## config.mk

```make
export PLATFORM = sky130hd
export DESIGN_NAME = multicycle_control
export DESIGN_NICKNAME = d
export VERILOG_FILES = /design/src/rtl/multicycle_control.sv
export SDC_FILE = /design/constraint.sdc
export NUM_CORES = 1
export LEC_CHECK = 0
export ABC_AREA = 1
export CELL_PAD_IN_SITES_DETAIL_PLACEMENT = 1
export CELL_PAD_IN_SITES_GLOBAL_PLACEMENT = 2
export CORE_UTILIZATION = 26
export CTS_CLUSTER_SIZE = 10
export DETAILED_ROUTE_END_ITERATION = 8
export PLACE_DENSITY_LB_ADDON = 0.1
export SLEW_MARGIN = 10
export SYNTH_ARGS = -nofsm -noshare
export SYNTH_HDL_FRONTEND = slang
export SYNTH_SLANG_ARGS = --single-unit
```

## constraint.sdc

```tcl
create_clock -name clk -period 1.4 [get_ports clk]
set_input_delay 0.28 -clock clk [delete_from_list [all_inputs] [get_ports clk]]
set_output_delay 0.28 -clock clk [all_outputs]
set_load 0.1 [all_outputs]
```

## src/rtl/multicycle_control.sv

```systemverilog
// Multi-cycle MIPS control FSM with memory wait-state handshake, stall, watchdog and illegal-opcode flag.
// Optional build macro: MULTICYCLE_JUMP_EN adds J/JAL decoding to the JUMP state.
module multicycle_control #(
    parameter int OP_WIDTH     = 6,
    parameter int ALU_OP_WIDTH = 3,
    parameter int MEM_TIMEOUT  = 255
) (
    input  logic                    clk,
    input  logic                    reset,
    input  logic [OP_WIDTH-1:0]     op,
    input  logic                    mem_ready,
    input  logic                    stall,
    output logic                    pc_write,
    output logic                    pc_write_cond_eq,
    output logic                    pc_write_cond_ne,
    output logic                    iord,
    output logic                    mem_read,
    output logic                    mem_write,
    output logic                    ir_write,
    output logic                    mem_to_reg,
    output logic                    reg_dst,
    output logic                    reg_write,
    output logic                    alu_src_a,
    output logic [1:0]              alu_src_b,
    output logic [ALU_OP_WIDTH-1:0] alu_op,
    output logic [1:0]              pc_src,
    output logic [3:0]              state,
    output logic                    illegal_op,
    output logic                    mem_timeout
);

    typedef enum logic [3:0] {
        S_IDLE   = 4'd0,
        S_FETCH  = 4'd1,
        S_DECODE = 4'd2,
        S_MEMADR = 4'd3,
        S_MEMRD  = 4'd4,
        S_MEMWB  = 4'd5,
        S_MEMWR  = 4'd6,
        S_EXEC   = 4'd7,
        S_ALUWB  = 4'd8,
        S_BRANCH = 4'd9,
        S_JUMP   = 4'd10
    } state_t;

    localparam logic [OP_WIDTH-1:0] OP_R    = OP_WIDTH'(6'h00);
    localparam logic [OP_WIDTH-1:0] OP_INC  = OP_WIDTH'(6'h01);
    localparam logic [OP_WIDTH-1:0] OP_BEQ  = OP_WIDTH'(6'h04);
    localparam logic [OP_WIDTH-1:0] OP_BNE  = OP_WIDTH'(6'h05);
    localparam logic [OP_WIDTH-1:0] OP_ADDI = OP_WIDTH'(6'h08);
    localparam logic [OP_WIDTH-1:0] OP_ORI  = OP_WIDTH'(6'h0D);
    localparam logic [OP_WIDTH-1:0] OP_LUI  = OP_WIDTH'(6'h0F);
    localparam logic [OP_WIDTH-1:0] OP_LW   = OP_WIDTH'(6'h23);
    localparam logic [OP_WIDTH-1:0] OP_SW   = OP_WIDTH'(6'h2B);
`ifdef MULTICYCLE_JUMP_EN
    localparam logic [OP_WIDTH-1:0] OP_J    = OP_WIDTH'(6'h02);
    localparam logic [OP_WIDTH-1:0] OP_JAL  = OP_WIDTH'(6'h03);
`endif

    localparam logic [ALU_OP_WIDTH-1:0] ALU_R   = ALU_OP_WIDTH'(3'b111);
    localparam logic [ALU_OP_WIDTH-1:0] ALU_ADD = ALU_OP_WIDTH'(3'b100);
    localparam logic [ALU_OP_WIDTH-1:0] ALU_OR  = ALU_OP_WIDTH'(3'b101);
    localparam logic [ALU_OP_WIDTH-1:0] ALU_INC = ALU_OP_WIDTH'(3'b110);
    localparam logic [ALU_OP_WIDTH-1:0] ALU_LUI = ALU_OP_WIDTH'(3'b011);
    localparam logic [ALU_OP_WIDTH-1:0] ALU_SUB = ALU_OP_WIDTH'(3'b001);

    localparam int                   CNT_WIDTH = $clog2(MEM_TIMEOUT + 1);
    localparam logic [CNT_WIDTH-1:0] CNT_LAST  = CNT_WIDTH'(MEM_TIMEOUT - 1);

    state_t                state_q;
    state_t                next_state;
    logic [OP_WIDTH-1:0]   op_q;
    logic [CNT_WIDTH-1:0]  wait_cnt;
    logic                  waiting;
    logic                  timeout_hit;
    logic                  illegal_hit;

    // NOTE: every variable written here gets a default first, so no path can infer a latch.
    always_comb begin
        next_state  = state_q;
        waiting     = 1'b0;
        timeout_hit = 1'b0;
        illegal_hit = 1'b0;
        case (state_q)
            S_IDLE:   next_state = S_FETCH;
            S_FETCH:  if (mem_ready) next_state = S_DECODE; else waiting = 1'b1;
            S_DECODE: begin
                case (op)
                    OP_LW, OP_SW:                             next_state = S_MEMADR;
                    OP_R, OP_ADDI, OP_ORI, OP_INC, OP_LUI:    next_state = S_EXEC;
                    OP_BEQ, OP_BNE:                           next_state = S_BRANCH;
`ifdef MULTICYCLE_JUMP_EN
                    OP_J, OP_JAL:                             next_state = S_JUMP;
`endif
                    default: begin
                        next_state  = S_FETCH;
                        illegal_hit = 1'b1;
                    end
                endcase
            end
            S_MEMADR: next_state = (op_q == OP_SW) ? S_MEMWR : S_MEMRD;
            S_MEMRD:  if (mem_ready) next_state = S_MEMWB; else waiting = 1'b1;
            S_MEMWR:  if (mem_ready) next_state = S_FETCH; else waiting = 1'b1;
            S_EXEC:   next_state = S_ALUWB;
            default:  next_state = S_FETCH;
        endcase
        // The watchdog fires on the wait cycle that would bring the count to MEM_TIMEOUT.
        if (waiting && wait_cnt == CNT_LAST) begin
            timeout_hit = 1'b1;
            next_state  = S_FETCH;
        end
    end

    // NOTE: sequential state uses non-blocking assignments so every register sees pre-edge values.
    always_ff @(posedge clk or negedge reset) begin
        if (!reset) begin
            state_q     <= S_IDLE;
            op_q        <= '0;
            wait_cnt    <= '0;
            illegal_op  <= 1'b0;
            mem_timeout <= 1'b0;
        end else if (stall) begin
            illegal_op  <= 1'b0;
            mem_timeout <= 1'b0;
        end else begin
            state_q     <= next_state;
            if (state_q == S_DECODE) op_q <= op;
            wait_cnt    <= (waiting && !timeout_hit) ? wait_cnt + 1'b1 : '0;
            illegal_op  <= illegal_hit;
            mem_timeout <= timeout_hit;
        end
    end

    assign state = state_q;

    // Outputs are decoded combinationally so FETCH enables can follow mem_ready and reset clears them at once.
    always_comb begin
        pc_write         = 1'b0;
        pc_write_cond_eq = 1'b0;
        pc_write_cond_ne = 1'b0;
        iord             = 1'b0;
        mem_read         = 1'b0;
        mem_write        = 1'b0;
        ir_write         = 1'b0;
        mem_to_reg       = 1'b0;
        reg_dst          = 1'b0;
        reg_write        = 1'b0;
        alu_src_a        = 1'b0;
        alu_src_b        = 2'b00;
        alu_op           = '0;
        pc_src           = 2'b00;
        case (state_q)
            S_FETCH: begin
                mem_read  = 1'b1;
                alu_src_b = 2'b01;
                alu_op    = ALU_ADD;
                ir_write  = mem_ready;
                pc_write  = mem_ready;
            end
            S_DECODE: begin
                alu_src_b = 2'b11;
                alu_op    = ALU_ADD;
            end
            S_MEMADR: begin
                alu_src_a = 1'b1;
                alu_src_b = 2'b10;
                alu_op    = ALU_ADD;
            end
            S_MEMRD: begin
                mem_read = 1'b1;
                iord     = 1'b1;
            end
            S_MEMWB: begin
                reg_write  = 1'b1;
                mem_to_reg = 1'b1;
            end
            S_MEMWR: begin
                mem_write = 1'b1;
                iord      = 1'b1;
            end
            S_EXEC: begin
                alu_src_a = 1'b1;
                alu_src_b = (op_q == OP_R) ? 2'b00 : 2'b10;
                case (op_q)
                    OP_R:    alu_op = ALU_R;
                    OP_ORI:  alu_op = ALU_OR;
                    OP_INC:  alu_op = ALU_INC;
                    OP_LUI:  alu_op = ALU_LUI;
                    default: alu_op = ALU_ADD;
                endcase
            end
            S_ALUWB: begin
                reg_write = 1'b1;
                reg_dst   = (op_q == OP_R);
            end
            S_BRANCH: begin
                alu_src_a        = 1'b1;
                alu_op           = ALU_SUB;
                pc_src           = 2'b01;
                pc_write_cond_eq = (op_q == OP_BEQ);
                pc_write_cond_ne = (op_q == OP_BNE);
            end
            S_JUMP: begin
`ifdef MULTICYCLE_JUMP_EN
                pc_write  = 1'b1;
                pc_src    = 2'b10;
                reg_write = (op_q == OP_JAL);
`endif
            end
            default: ;
        endcase
        if (stall) begin
            pc_write         = 1'b0;
            pc_write_cond_eq = 1'b0;
            pc_write_cond_ne = 1'b0;
            ir_write         = 1'b0;
            reg_write        = 1'b0;
            mem_write        = 1'b0;
        end
    end

endmodule

```

After elaboration in Yosys (flattened, before gate mapping)
Index checks and enable logic that the tools add are counted.
- logic and storage cells: 86
- memory bits (read-only): 0
- memories kept: 0
- output and inout port bits: 24
- bits in latches: 0
- memory bits (writable): 0
- bits in registers: 20
- equal/unequal tests: 27
- $add $sub $neg: 1
- reduce and logical (&&, ||, !) cells: 17
- muxes and demuxes: 35
- shift operators: 0
- bitwise logic cells: 1
- $lt $le $gt $ge: 0
- multiply operators: 0
- divide/modulo/power cells: 0
- operator list (kind ; count):
    6-bit by 4-bit == test with 1-bit output, second input constant ; 5
    6-bit by 3-bit == test with 1-bit output, second input constant ; 4
    4-bit one-hot mux with 6 select lines ; 1
    1-bit 2-to-1 mux ; 23
    6-bit == test, second input constant ; 3
    4-bit by 3-bit == test with 1-bit output, second input constant ; 4
    4-bit 2-to-1 mux ; 4
    6-bit by 1-bit == test with 1-bit output, second input constant ; 2
    6-bit logical NOT ; 2
    3-bit one-hot mux with 4 select lines ; 1
    4-bit one-hot mux with 3 select lines ; 1
    2-bit OR reduction ; 5
    3-bit != test, second input constant ; 3
    3-bit one-hot mux with 3 select lines ; 1
    3-bit OR reduction ; 3
    9-bit OR reduction ; 1
    8-bit by 1-bit adder with 8-bit output, second input constant ; 1
    4-bit by 2-bit == test with 1-bit output, second input constant ; 2
    4-bit == test, second input constant ; 2
    8-bit == test, second input constant ; 1
    8-bit 2-to-1 mux ; 1
    2-bit one-hot mux with 4 select lines ; 1
    5-bit OR reduction ; 1
    4-bit by 1-bit == test with 1-bit output, second input constant ; 1
    6 further kinds ; 8

Logic depth before layout (Yosys ltp)
Gate-level depths: netlist (run 1).
- word-level depth: 8
- gate-level depth with buffers: 9
- mapped depth without buffers: 9

Worst setup path after synthesis (run 1)
Ideal clock, no wire load.
- path kind: reg-to-output
- from: register state_q[0], in the netlist state[0]
- to: output port pc_write_cond_eq
- stages on the path, launching flop included: 7
- required time: 1120 ps
- path buffers: 0
- arrival: 4453 ps
- path slack: -3333 ps
- cell sequence: dfrtp_1 inv_2 nor2_2 inv_2 nor3_4 nand3_1 nor3_1
- cells in the longest elaborated chain, start to end: 3
- RTL lines (what ; RTL line ; RTL):
    start, declared ; 70 ; state_t state_q;
    start signal, assigned ; 126 ; state_q <= next_state;
    4-bit == test ; 152 ; case (state_q)
    1-bit 2-to-1 mux ; 152 ;
    1-bit 2-to-1 mux ; 212 ; if (stall) begin
    end, declared ; 14 ; output logic pc_write_cond_eq,
Every way passes these cells.

Final worst setup path (run 1)
- from: register state_q[0], in the netlist state[0]
- to: output port alu_op[0]
- cells in the longest elaborated chain, start to end: 3
- elaborated cells between the ends (all ways): 7
- classes of those cells: eq/ne (5); mux (1); reduce/logical (1)
- RTL lines (what ; RTL line ; RTL):
    4-bit by 2-bit == test with 1-bit output / 4-bit by 1-bit == test with 1-bit output (equally long branches) ; 152 ;
    3-bit OR reduction (no source line) ; n/a ;
    3-bit one-hot mux with 3 select lines * ; 152 ;
    end, declared ; 25 ; output logic [ALU_OP_WIDTH-1:0] alu_op,
Every way passes the cells marked *; elsewhere a longest branch is shown, timed or not.

==> impl_metrics.json, run 1 <==
{
  "ios": 34,
  "synth-main-ff-cell": "dfrtp_1",
  "hold_viol": 0,
  "routed_wirelength_um": 6010,
  "p_switching_mw": 3.47,
  "synth-seq-area-share_pct": 37.4,
  "avgSynthCellArea_um2": 7.16,
  "post-route-period-util_pct": 140,
  "final_cell_count_no_fill": 344,
  "syn-cell-area_um2": 1340,
  "layout_min_cycle_time_ns": 1.97,
  "vias": 1635,
  "cts_tree": "done",
  "first_pass_iters": 4,
  "synthArstFlopShare_pct": 100,
  "fin_skew_ns": 0.0116,
  "area.sequential_um2": 515,
  "syn_inst": 187,
  "grtUsageTotal_pct": 20.0,
  "multi_input_area_um2": 1150,
  "cp-start-kind": "register",
  "drc_errors": 0,
  "antenna_found_initial": 0,
  "synth-edff-count": 0,
  "worstRegToRegCells": 11,
  "core-area_um2": 4850,
  "critPathMaxStageDelay_ns": 0.43,
  "rsz0062_at_grt": "yes",
  "grt_pass1_wl_um": 8230,
  "cts_sinks": 20,
  "holdWs_ns": 0.354,
  "diodes": 0,
  "initial_core_util_pct": 27.6,
  "setup_viol": 39,
  "ys_warn_count": 0,
  "vias_per_cell": 4.75,
  "die-area_um2": 5440,
  "critical_path.max_fanout": 3,
  "yosysTopAreaCellShare_pct": 37.4,
  "insertion_delay_ns": 0.26,
  "violations": "negative setup slack",
  "end_kind": "primary output",
  "io_buffers": 32,
  "syn_nets": 199,
  "grt-ovfl-total": 0,
  "ctsHoldBuffers": 0,
  "synth-seq-cells": 20,
  "p_int_mw": 3.13,
  "yosysUniqueCellTypes": 27,
  "drtIter0Drc": 34,
  "worstSetupPathType": "reg2out",
  "cap_violations": 0,
  "htree_levels": 1,
  "dpl.cell_count": 326,
  "clockRootBuffer": "clkbuf_8",
  "cts_buffers": 3,
  "power_frac_comb_pct": 77.4,
  "clockBufferDepth": 2,
  "die_h_um": 73.8,
  "final_util_pct": 62.0,
  "grt_pass1_vias": 1706,
  "crit_arrival_ns": 1.69,
  "sequentialPowerShare_pct": 13.8,
  "drive_above_1_share_pct": 58.1,
  "slew_viol_final": 0,
  "p_clk_share_pct": 8.8,
  "status": "finished, violations left",
  "gp_congestion": 0.788,
  "dp_hpwl_um": 3830,
  "crit_slowest_cell": "dfrtp_4",
  "achievable-frequency_mhz": 509,
  "min_path_type": "in2async",
  "nets": 290,
  "yosys.area.top_type": "dfrtp_1",
  "vdd_ir_drop_max_mv": 1.49,
  "synth.area.top_cells": "dfrtp_1 (37%), nand2_1 (11%), nor2_1 (7.9%), inv_1 (6.4%), nand3_1 (4.1%)",
  "ant_nets": 0,
  "worst_ep_required_time_ns": 1.12,
  "clkTransAtPathRegs_ns": 0.08,
  "power-per-cell-area_nw_per_um2": 2200,
  "path_cells": "inv_4 > nor2_4 > inv_2 > nor3_4 > buf_6 > nor2_2 > a31oi_4 > buf_12",
  "fill_cells": 523,
  "fin_ws_ns": -0.566,
  "p_leak_nw": 1.28,
  "wl_per_cell_um": 17.5,
  "grt_max_degree": 21,
  "layout-area-overhead-vs-synth_pct": 124,
  "row_count": 25,
  "die_x_um": 73.8,
  "sw_frac_of_total_pct": 52.6
}
==> logic make-up (layout without fill, tap and decap cells) <==
family | after synthesis | count (layout) | share of synthesized area, %
AO/OA/AOI/OAI | 19 | 19 | 7.20
XOR/XNOR | 3 | 3 | 1.96
adder cells (fa/ha/maj) | 2 | 2 | 1.87
buffers and inverters | 31 | 120 | 9.81
flip-flops | 20 | 20 | 37.4
other | 1 | 1 | 0.280
AND/OR/NAND/NOR | 111 | 112 | 41.5
==> routing by layer <==
layer | global-route usage [%] | vias to the layer above | wire [um]
met3 | 2.33 | 14 | 169
met5 | 0 | - | 0
met1 | 24.0 | 796 | 2380
met2 | 37.6 | 51 | 3340
li1 | - | 774 | -
met4 | 4.70 | 0 | 118
==> Yosys cell counts (2+ instances only) <==
master and instances:
nand2_1 41, nor2_1 28, inv_1 23, dfrtp_1 20, nand3_1 11, nand4_1 8
a21oi_1 7, o21ai_0 7, inv_2 5, nand2_2 4, nand2_4 4, nor3_1 4
o21ai_1 4, xor2_1 3, buf_4 2, ha_1 2, nand3_2 2, nor2_2 2
nor2_4 2
==> placed cells by master (no fill, tap or decap), types with 4 or more instances in the layout <==
master and instances:
nand2_2 5, nand4_1 8, buf_12 24, o21ai_2 5, nand2_8 7, nor2_1 14, buf_4 36, dfrtp_4 4
dfrtp_1 16, nand2_4 8, nand3_1 9, nand2_1 30, inv_2 5, nor3_4 5, inv_1 18, nor2_4 15
buf_6 19, clkdlybuf4s50_1 9
==> final cells by class <==
type	count	share of cell area, %
Clock inverter	1	1.00
Clock buffer	3	1.37
Timing Repair Buffer	88	35.1
Sequential cell	20	17.2
Tap cell	67	2.79
Multi-Input combinational cell	137	38.2
Inverter	28	4.37
==> stage by stage <==
stage	total power [mW]	TNS, ns	area [um2]	worst slack [ns]
after floorplan	3.38	-16.24	1540	-1.73
after global placement	4.93	-5.81	2460	-0.347
after detailed placement	5.03	-7.20	2460	-0.380
after CTS	5.92	-11.19	2690	-0.523
after global routing	6.88	-16.93	3000	-0.635
final	6.59	-14.52	3000	-0.566
==> state kept, by name, indices dropped and copies added (netlist names) <==
register / count
illegal_op: 1
mem_timeout: 1
state: 4
wait_cnt: 8
op_q: 6
==> path summary, 6_finish.rpt <==
| path | startpoint | endpoint | slack [ns] |
|---|---|---|---|
| max | state[0] | alu_op[0] | -0.57 |
| min | reset | state[3] | 0.35 |
| max reg2reg | state[2] | state[3] | -0.37 |
| min reg2reg | op_q[1] | op_q[1] | 0.55 |
| max in group asynchronous | reset | state[1] | 0.80 |
| min in group clk | op_q[1] | op_q[1] | 0.55 |
==> critical path, delay by kind of cell, from the launching register on <==
family | cells | cell delay [ns]
buf+inv | 4 | 0.45
flops | 1 | 0.43
simple gates | 3 | 0.35
compound gates | 1 | 0.18
==> power groups by stage <==
stage / Combinational [mW] / Sequential (mW) / Clock (mW)
global route: 5.31 / 0.927 / 0.634
detailed placement: 4.13 / 0.902 / 0
floorplan: 2.14 / 1.23 / 0
CTS: 4.43 / 0.892 / 0.596
global placement: 4.04 / 0.891 / 0
finish: 5.10 / 0.909 / 0.581
==> timing repair <==
item                                    4_1_cts  5_1_grt
pin swaps                                    12       22
setup buffers                                 5       11
cloned                                        0        1
gates resized for setup                      29       64
endpoints found under the setup margin       39       41
(Power assumes the default switching activity.)
==> inputs of run 2 (changes only) <==
HOLD_SLACK_MARGIN = 0.15   (was unset)
PLACE_DENSITY = 0.88   (was unset)
PLACE_DENSITY_LB_ADDON = unset   (was 0.1)
==> impl_metrics.json, run 2 (synthesis gave the netlist of run 1 again) <==
{
  "critical_path.max_fanout": 3,
  "first_pass_iters": 4,
  "grt_pass1_wl_um": 10500,
  "regMostFlops": "wait_cnt",
  "clkTransAtPathRegs_ns": 0.08,
  "setup_viol": 38,
  "wl_met2_um": 4220,
  "violations": "negative setup slack",
  "vias_per_cell": 5.12,
  "diodes": 0,
  "grtUsageTotal_pct": 26.3,
  "met1_length_um": 3060,
  "clockBufferDepth": 2,
  "initial_core_util_pct": 27.6,
  "drtIter0Drc": 50,
  "cts_buffers": 3,
  "cts_sinks": 20,
  "rsz0062_at_grt": "yes",
  "power-per-cell-area_nw_per_um2": 2200,
  "vdd_ir_drop_max_mv": 1.82,
  "cp-start-kind": "register",
  "crit_arrival_ns": 1.79,
  "wl_per_cell_um": 22.7,
  "grt-ovfl-total": 0,
  "insertion_delay_ns": 0.26,
  "vias": 1770,
  "hold_viol": 0,
  "ant_nets": 0,
  "ios": 34,
  "antenna_found_initial": 0,
  "layout_min_cycle_time_ns": 2.07,
  "layout_commonest_cell": "buf_4",
  "grt_max_degree": 21,
  "htree_levels": 1,
  "layout-area-overhead-vs-synth_pct": 127,
  "p_leak_nw": 1.30,
  "status": "finished, violations left",
  "io_buffers": 32,
  "fin_area_um2": 3040,
  "routed.top_layer": "met4",
  "dr_wl_met3_um": 246,
  "die_x_um": 73.8,
  "nets": 293,
  "place_area_um2": 2460,
  "post-route-period-util_pct": 148,
  "routed_wirelength_um": 7850,
  "end_kind": "primary output",
  "die_h_um": 73.8,
  "worstSetupPathType": "reg2out",
  "die-area_um2": 5440,
  "fill_cells": 509,
  "slew_viol_final": 0,
  "clockRootBuffer": "clkbuf_8",
  "drive_above_1_share_pct": 60.2,
  "ctsHoldBuffers": 0,
  "grt_pass1_vias": 1948,
  "drc_errors": 0,
  "fin_skew_ns": 0.00463,
  "largest_reg_flops": 8,
  "final_cell_mix": "buf_4 (38), nand2_1 (28), buf_12 (25)",
  "gp_congestion": 0.789,
  "cap_violations": 0,
  "fin_ws_ns": -0.673,
  "dp_hpwl_um": 3700,
  "achievable-frequency_mhz": 482,
  "row_count": 25,
  "min_path_type": "in2async",
  "core-area_um2": 4850,
  "worst_ep_required_time_ns": 1.12,
  "cts_tree": "done",
  "holdWs_ns": 0.361
}
-- run 2: routing by layer --
metal,vias up,track usage [%]
met2,69,51.0
met4,0,9.19
li1,788,-
met5,-,0
met3,26,2.19
met1,887,29.8
-- run 2: power breakdown --
part           leakage (nW)  total (mW)  switching [mW]  internal, mW
Combinational          1.03        5.37            3.33          2.04
Sequential            0.256       0.950           0.206         0.744
Clock                0.0216       0.380           0.188         0.192
-- run 2: per-stage QoR --
stage | std cells | power (mW) | worst slack, ns | util [%] | TNS, ns
global placement | 324 | 4.90 | -0.366 | 50.7 | -6.20
CTS | 340 | 5.98 | -0.563 | 58.7 | -13.02
floorplan | 187 | 3.38 | -1.73 | - | -16.24
global route | 346 | 6.89 | -0.703 | 62.7 | -18.50
detailed placement | 324 | 5.02 | -0.420 | 50.7 | -7.15
finish | 346 | 6.70 | -0.673 | 62.7 | -16.76
-- run 2: worst paths after layout --
kind | slack [ns] | depth (start not counted) | startpoint | endpoint
worst max-delay path | -0.67 | 6 | state[1] | pc_write_cond_ne
min in group clk | 0.58 | 2 | op_q[1] | op_q[1]
max in group asynchronous | 0.78 | 2 | reset | state[3]
worst min register to register | 0.58 | 2 | op_q[1] | op_q[1]
worst max register to register | -0.45 | 11 | state[2] | state[3]
worst min-delay path | 0.36 | 2 | reset | op_q[4]
-- run 2: final cells by class --
class / instances / area, um2 / area share, %
inverters: 28 / 131 / 4.32
well taps: 67 / 83.8 / 2.76
multi-input cells: 137 / 1170 / 38.6
clock buffers: 3 / 41.3 / 1.36
repair buffers: 91 / 1090 / 36.0
flip-flops and latches: 20 / 515 / 17.0
-- run 2: worst max-delay path: stages (launching register included) --
cell	delay [ns]
dfrtp_4	0.50
nor2_4	0.11
inv_2	0.07
nor3_4	0.24
nand3_2	0.18
nor3_4	0.22
buf_12	0.21
-- run 2: repair_timing --
item                       CTS  global route
gates cloned                 1             0
setup endpoints to repair   38            41
pin swaps                   25            18
gates resized for setup     60            44
buffers inserted            14            10
==> inputs of run 3 (changes only) <==
--- a/config.mk
+++ b/config.mk
@@ -15,3 +15,3 @@
 export PLACE_DENSITY = 0.88
-export SLEW_MARGIN = 10
+export SLEW_MARGIN = 20
 export SYNTH_ARGS = -nofsm -noshare
==> constraint.sdc (replaced) <==
create_clock -name clk -period 1.4 [get_ports clk]
set_input_delay 0.21 -clock clk [delete_from_list [all_inputs] [get_ports clk]]
set_output_delay 0.21 -clock clk [all_outputs]
set_load 0.1 [all_outputs]
==> impl_metrics.json, run 3 (synthesis gave the netlist of run 1 again) <==
{
  "clkTransAtPathRegs_ns": 0.08,
  "dp_hpwl_um": 3770,
  "layout-area-overhead-vs-synth_pct": 123,
  "drive_above_1_share_pct": 59.5,
  "largest_reg_flops": 8,
  "ant_nets": 0,
  "worstSetupPathType": "reg2out",
  "die-area_um2": 5440,
  "layout_commonest_cell": "buf_4",
  "row_count": 25,
  "grt_pass1_vias": 1936,
  "grt-ovfl-total": 0,
  "cp-start-kind": "register",
  "die_x_um": 73.8,
  "final_cell_mix": "buf_4 (37), nand2_1 (26), buf_12 (24)",
  "grt_pass1_wl_um": 10200,
  "wl_per_cell_um": 22.9,
  "path_cells": "inv_4 > nor2_4 > inv_4 > nor2_4 > nor2_2 > a31oi_4 > buf_12",
  "crit_arrival_ns": 1.76,
  "status": "finished, violations left",
  "achievable-frequency_mhz": 507,
  "rsz0062_at_grt": "yes",
  "ios": 34,
  "worst_ep_required_time_ns": 1.19,
  "initial_core_util_pct": 27.6,
  "grt_max_degree": 21,
  "post-route-period-util_pct": 141,
  "cap_violations": 0,
  "antenna_found_initial": 0,
  "end_kind": "primary output",
  "cts_buffers": 3,
  "routed_wirelength_um": 7920,
  "setup_viol": 39,
  "p_leak_nw": 1.30,
  "vias_per_cell": 5.18,
  "core-area_um2": 4850,
  "hold_viol": 0,
  "htree_levels": 1,
  "cts_tree": "done",
  "final_util_pct": 61.6,
  "die_h_um": 73.8,
  "critical_path.max_fanout": 5,
  "first_pass_iters": 4,
  "min_path_type": "in2async",
  "ctsHoldBuffers": 0,
  "layout_min_cycle_time_ns": 1.97,
  "holdWs_ns": 0.296,
  "drtIter0Drc": 118,
  "vdd_ir_drop_max_mv": 1.53,
  "area.sequential_um2": 515,
  "crit_slowest_cell": "dfrtp_4",
  "critPathMaxStageDelay_ns": 0.52,
  "clockBufferDepth": 2,
  "cts_sinks": 20,
  "regMostFlops": "wait_cnt",
  "diodes": 0,
  "clockRootBuffer": "clkbuf_8",
  "slew_viol_final": 0,
  "fill_cells": 532,
  "violations": "negative setup slack",
  "insertion_delay_ns": 0.26,
  "fin_skew_ns": 0.00343,
  "grtUsageTotal_pct": 26.0,
  "gp_congestion": 0.790,
  "multi_input_area_um2": 1130,
  "total_power_mw": 6.73,
  "drc_errors": 0,
  "io_buffers": 32,
  "vias": 1794,
  "nets": 292,
  "fin_ws_ns": -0.571,
  "power-per-cell-area_nw_per_um2": 2250
}
==> run 3: changes by cell type in the layout (fill, tap and decap cells not counted), sizes merged <==
cell and delta:
buf -1, clkbuf +1, clkinv -1, inv +1
==> run 3: metal layers <==
layer | share of wire [%] | GRT usage (%) | wire (um)
met4 | 4.1 | 15.4 | 326
met5 | 0 | 0 | 0
met1 | 36 | 26.4 | 2840
met3 | 3.3 | 3.57 | 264
met2 | 57 | 49.7 | 4490
==> run 3: timing repair <==
item | 4_1_cts | 5_1_grt
cloned | 1 | 0
resized for setup | 69 | 25
buffers inserted | 13 | 9
pin swaps | 29 | 14
endpoints found under the setup margin | 37 | 38
==> run 3: final timing paths <==
check | from | endpoint | slack, ns | cells past startpoint
hold reg to reg | op_q[5] | op_q[5] | 0.60 | 2
min in group clk | op[4] | op_q[4] | 0.58 | 3
hold / removal | reset | wait_cnt[4] | 0.30 | 2
max in group asynchronous | reset | state[0] | 0.86 | 2
setup reg to reg | state[2] | state[3] | -0.38 | 12
setup / recovery | state[2] | alu_op[0] | -0.57 | 7
==> run 3: metrics by stage <==
stage	cells	setup TNS (ns)	area (um2)	setup slack [ns]
6_report	346	-12.11	2990	-0.571
5_1_grt	346	-13.78	2990	-0.620
4_1_cts	340	-7.47	2850	-0.463
3_5_place_dp	323	-5.30	2440	-0.357
3_3_place_gp	323	-3.56	2440	-0.288
2_1_floorplan	187	-15.05	1540	-1.66
==> run 3: where the power goes <==
group          total, mW  switching, mW  internal [mW]
sequential         0.953          0.208          0.744
clock              0.449          0.199          0.250
combinational       5.33           3.32           2.01
total               6.73           3.72           3.01
==> run 3: final cells by class <==
class | instances | share of cell area, %
multi-input cells | 137 | 37.7
repair buffers | 90 | 36.1
flip-flops and latches | 20 | 17.3
inverters | 28 | 4.32
well taps | 67 | 2.81
clock buffers | 4 | 1.84
==> run 3: worst max-delay path, delay by kind of cell (launching register included) <==
kind / cells / cell delay, ns
compound gates: 1 / 0.19
flops: 1 / 0.52
simple gates: 3 / 0.44
buf+inv: 3 / 0.35
